`src/rtl/reg_writeback_queue.sv`:
```
// reg_writeback_queue: in-order write-back FIFO draining into the register file, with hazard/forward reporting
// Define WB_FORWARD_EN to drive fwd_rs1_o/fwd_rs2_o from the youngest matching queued entry.
module reg_writeback_queue #(
   parameter int DEPTH = 4
) (
   input  logic        clk_i,
   input  logic        rst_i,
   input  logic        wb_valid_i,
   output logic        wb_ready_o,
   input  logic [4:0]  wb_rd_i,
   input  logic [31:0] wb_data_i,
   output logic        stb_write_o,
   output logic        cyc_write_o,
   output logic [4:0]  op_rd_o,
   output logic [31:0] reg_rd_o,
   input  logic        ack_write_i,
   input  logic [4:0]  op_rs1_i,
   input  logic [4:0]  op_rs2_i,
   output logic        pending_rs1_o,
   output logic        pending_rs2_o,
   output logic [31:0] fwd_rs1_o,
   output logic [31:0] fwd_rs2_o,
   output logic        empty_o
);
   localparam int AW = $clog2(DEPTH);
   localparam logic [AW:0] FULL = (AW+1)'(DEPTH);
   typedef enum logic [1:0] {IDLE, WRITE, GAP} state_t;
   state_t        state_q, state_d;
   logic [4:0]    rd_q   [DEPTH];
   logic [31:0]   data_q [DEPTH];
   logic [AW-1:0] head_q, head_d, tail_q, tail_d, idx;
   logic [AW:0]   count_q, count_d;
   logic          push, pop;
   assign wb_ready_o = count_q != FULL;
   assign push = wb_valid_i & wb_ready_o & (wb_rd_i != 5'd0);
   assign pop  = (state_q == WRITE) & ack_write_i;
   // pointer and occupancy update; index-0 results complete the handshake but are dropped
   always_comb begin
      head_d  = head_q + AW'(pop);
      tail_d  = tail_q + AW'(push);
      count_d = count_q + (AW+1)'(push) - (AW+1)'(pop);
   end
   // pointers, count and FSM state; reset abandons any write in flight
   always_ff @(posedge clk_i or posedge rst_i) begin
      if (rst_i) begin
         head_q  <= '0;
         tail_q  <= '0;
         count_q <= '0;
         state_q <= IDLE;
      end else begin
         head_q  <= head_d;
         tail_q  <= tail_d;
         count_q <= count_d;
         state_q <= state_d;
      end
   end
   // entry storage needs no reset: only slots inside the count window are ever observed
   always_ff @(posedge clk_i) begin
      if (push) begin
         rd_q[tail_q]   <= wb_rd_i;
         data_q[tail_q] <= wb_data_i;
      end
   end
   // write sequencing: GAP drops the strobe for one cycle so the register file can clear its ack
   always_comb begin
      state_d = state_q;
      unique case (state_q)
         IDLE:    state_d = (count_q != '0) ? WRITE : IDLE;
         WRITE:   state_d = ack_write_i ? GAP : WRITE;
         GAP:     state_d = (count_q != '0) ? WRITE : IDLE;
         default: state_d = IDLE;
      endcase
   end
   // bus outputs present the head entry only while a write is in progress
   always_comb begin
      stb_write_o = state_q == WRITE;
      cyc_write_o = stb_write_o;
      op_rd_o     = stb_write_o ? rd_q[head_q] : 5'd0;
      reg_rd_o    = stb_write_o ? data_q[head_q] : 32'd0;
      empty_o     = (count_q == '0) & (state_q == IDLE);
   end
   // hazard scan oldest to youngest so the last match seen is the youngest entry
   always_comb begin
      pending_rs1_o = 1'b0;
      pending_rs2_o = 1'b0;
      idx           = head_q;
`ifdef WB_FORWARD_EN
      fwd_rs1_o     = 32'd0;
      fwd_rs2_o     = 32'd0;
`endif
      for (int i = 0; i < DEPTH; i++) begin
         idx = head_q + AW'(i);
         if ((AW+1)'(i) < count_q) begin
            if ((op_rs1_i != 5'd0) && (rd_q[idx] == op_rs1_i)) begin
               pending_rs1_o = 1'b1;
`ifdef WB_FORWARD_EN
               fwd_rs1_o     = data_q[idx];
`endif
            end
            if ((op_rs2_i != 5'd0) && (rd_q[idx] == op_rs2_i)) begin
               pending_rs2_o = 1'b1;
`ifdef WB_FORWARD_EN
               fwd_rs2_o     = data_q[idx];
`endif
            end
         end
      end
   end
`ifndef WB_FORWARD_EN
   assign fwd_rs1_o = 32'd0;
   assign fwd_rs2_o = 32'd0;
`endif
endmodule

```
`config.mk`:
```
export PLATFORM = sky130hd
export DESIGN_NAME = reg_writeback_queue
export DESIGN_NICKNAME = d
export VERILOG_FILES = /design/src/rtl/reg_writeback_queue.sv
export SDC_FILE = /design/constraint.sdc
export NUM_CORES = 1
export LEC_CHECK = 0
export BUFFER_PORTS_ARGS = -buffer_cell sky130_fd_sc_hd__buf_2
export CAP_MARGIN = 30
export CORE_ASPECT_RATIO = 1.1
export CORE_MARGIN = 2
export CORE_UTILIZATION = 36
export DETAILED_ROUTE_END_ITERATION = 12
export PLACE_DENSITY_LB_ADDON = 0.25
export SLEW_MARGIN = 20
export SYNTH_ARGS = -nofsm -noshare
export SYNTH_HDL_FRONTEND = slang
export SYNTH_SLANG_ARGS = --single-unit
```
`constraint.sdc`:
```
create_clock -name clk_i -period 4.05 [get_ports clk_i]
set_input_delay 0.405 -clock clk_i [delete_from_list [all_inputs] [get_ports clk_i]]
set_output_delay 0.405 -clock clk_i [all_outputs]
set_load 0.005 [all_outputs]
```
==> impl_metrics.yaml <==
outcome:
  status: "complete, no violations"
global_route:
  grt_pass1_wl_mm: 23.8
  antenna_found_initial: 1
  grt_max_degree: 37
  grt_overflow: 0
  grt_usage_pct: 14.4
  grt_pass1_vias: 4205
finish:
  seq_area_mm2: 0.00467
  multiInputGateArea_mm2: 0.00249
  syn2layout_area_growth_pct: 14.6
  final_cell_area_mm2: 0.00865
  drive_gt1_share_pct: 31.4
  fillCellCount: 1933
  nNetsFinal: 628
clock_network:
  cts_tree: "done"
  root_buffer: "clkbuf_16"
  clock_latency_ps: 420
  cts_buffers: 17
  h-tree-depth: 4
  path_clk_slew_ps: 60
  numClockSinks: 157
  cts_max_path_buffers: 2
  cts_resized: 0
  postCtsSetupBuffers: 0
worst_setup_path:
  critPathRequiredTime_ps: 3640
  slowest_stage: "dfrtp_4"
  path_max_fanout: 36
  worstPathCellList: "mux4_2 > xor2_1 > or4_1 > a21oi_1 > a2bb2oi_1 > o21a_1 > buf_2"
  path_class: "flop to output port"
  worstPathArrival_ps: 3130
  slowest_delay_ps: 840
  end_kind: "output port"
  cp-start-kind: "flop"
route:
  wire_per_inst_um: 18.4
  drtIter0Drc: 196
  vias_per_cell: 4.84
  ant_nets: 0
  num_vias: 4065
  dr.pass1.iters: 4
  drc_errors: 0
  routed_wl_mm: 15.5
floorplan:
  core-area_mm2: 0.0206
  start_util_pct: 36.7
  rows: 55
  dieArea_mm2: 0.0221
  dieHeight_um: 156
  io_pins: 158
  die_x_um: 142
pwr:
  ir_worst_vdd_v: 0.000299
  power.density_mw_per_mm2: 698
  power_w: 0.00604
  p_leak_nw: 3.26
place:
  port_buffers: 93
  hpwl_mm: 10.6
  gp_congestion: 0.891
  placed_area_mm2: 0.00809
yosys:
  synth_area_mm2: 0.00755
  ys_types: 41
  synthArstFlopShare_pct: 5.73
  synthCells: 475
  synth_most_common_cell: "edfxtp_1"
  ys_seq_area_share_pct: 61.9
  synthTopCellsByCount: "148 x edfxtp_1, 66 x buf_4, 35 x mux4_2, 33 x and2_1, 28 x xor2_1"
  yosysWarnings: 0
  yosysTopAreaCellShare_pct: 58.9
  synth.area.top_cells: "edfxtp_1 59%, mux4_2 10%, buf_4 6.6%, xor2_1 3.2%, dfrtp_1 3.0%"
  avgSynthCellArea_um2: 15.9
  synth_top_area_cell: "edfxtp_1"
  synthFlopType: "edfxtp_1"
  synth.ff_latch_count: 157
  synth-edff-count: 148
timing:
  relSlewSlack_pct: 52.0
  worstMarginPinSlew_ps: 721
  finalMaxSlewViolations: 0
  setup_viol: 0
  grt_setup_unrepaired: "no"
  worst_clock_skew_ps: 16.7
  period_minus_slack_ps: 3530
  finalHoldViolCount: 0
  fin_setup_tns_ps: 0
  clock.fmax_ghz: 0.283
  period_share_pct: 87.3
  holdWs_ps: 198
run:
  drv_cap: 0
min_path:
  hold_class: "primary input to flop"
==> final timing paths <==
check / from / endpoint / slack, ps / depth (start not counted)
min reg2reg: state_q[0] / state_q[0] / 570 / 1
max reg2reg: state_q[1] / count_q[2] / 1550 / 10
max in group asynchronous: rst_i / head_q[0] / 3260 / 3
max: head_q[0] / pending_rs1_o / 520 / 7
min: wb_data_i[22] / data_q[2][22] / 200 / 1
min in group asynchronous: rst_i / state_q[0] / 490 / 3
==> power by group <==
part | internal (W) | switching, W
clock | 0.000848 | 0.000619
sequential | 0.00215 | 0.000256
combinational | 0.00107 | 0.00110
==> metrics by stage <==
step / instances / setup WS [ps] / utilization (%)
global placement: 805 / 909 / 39.2
detailed placement: 806 / 908 / 39.3
floorplan: 538 / 62.2 / -
finish: 840 / 516 / 42.0
global route: 839 / 304 / 42.0
CTS: 839 / 448 / 42.0
==> layer usage <==
metal  global-route usage (%)  vias to the layer above  share of wire [%]
met3                     4.05                       15                5.7
met1                     17.4                     2076                 41
li1                         -                     1834                  -
met4                     4.00                        2                1.0
met2                     25.4                      138                 52
met5                        0                        -              0.052
==> flip-flops by register name, indices dropped and copies added, names as in the netlist <==
signal	flops
count_q	3
data_q	128
head_q	2
rd_q	20
state_q	2
tail_q	2
==> layout make-up <==
class	count	area share [%]
diodes	1	0.0289
clock buffers	19	5.01
clock inverters	13	1.37
inverters	10	0.434
multi-input cells	280	28.8
flip-flops and latches	157	54.0
well taps	256	3.70
repair buffers	104	6.60
==> cells in the final DEF (no fill, tap or decap), drive strengths merged, types with 2 or more instances in the layout <==
| cell type | Yosys | final |
|---|---|---|
| ha | 6 | 6 |
| a32oi | 2 | 2 |
| mux2i | 22 | 22 |
| mux4 | 36 | 36 |
| clkinvlp | 0 | 3 |
| nand2 | 4 | 4 |
| buf | 77 | 103 |
| and2 | 33 | 33 |
| nor3 | 9 | 9 |
| or3 | 2 | 2 |
| clkinv | 0 | 7 |
| nor4b | 3 | 3 |
| nand4 | 3 | 3 |
| xnor2 | 24 | 24 |
| nor2 | 13 | 13 |
| edfxtp | 148 | 148 |
| and3 | 2 | 2 |
| dfrtp | 9 | 9 |
| inv | 10 | 12 |
| clkbuf | 14 | 19 |
| a21oi | 2 | 2 |
| xor2 | 28 | 28 |
| conb | 1 | 64 |
| mux2 | 9 | 9 |
| or4 | 4 | 4 |
==> logic make-up after synthesis <==
| kind of cell | after synthesis | share of synthesized area [%] |
|---|---|---|
| compound gates | 14 | 1.48 |
| xor+xnor | 52 | 6.03 |
| fa+ha+maj | 7 | 1.26 |
| buf+inv | 101 | 8.50 |
| flops | 157 | 61.9 |
| mux | 67 | 15.1 |
| other cells | 1 | 0.0497 |
| simple gates | 76 | 5.77 |
==> critical path: cells and delay by family (launching register included) <==
family | cells | cell delay [ps]
mux | 1 | 630
flops | 1 | 840
xor+xnor | 1 | 160
simple gates | 1 | 510
buf+inv | 1 | 110
compound gates | 3 | 450
==> what timing repair did <==
action	CTS	global route
hold endpoints to repair	9	0
setup endpoints to repair	0	0
hold buffers	1	0
(Power assumes the default switching activity.)
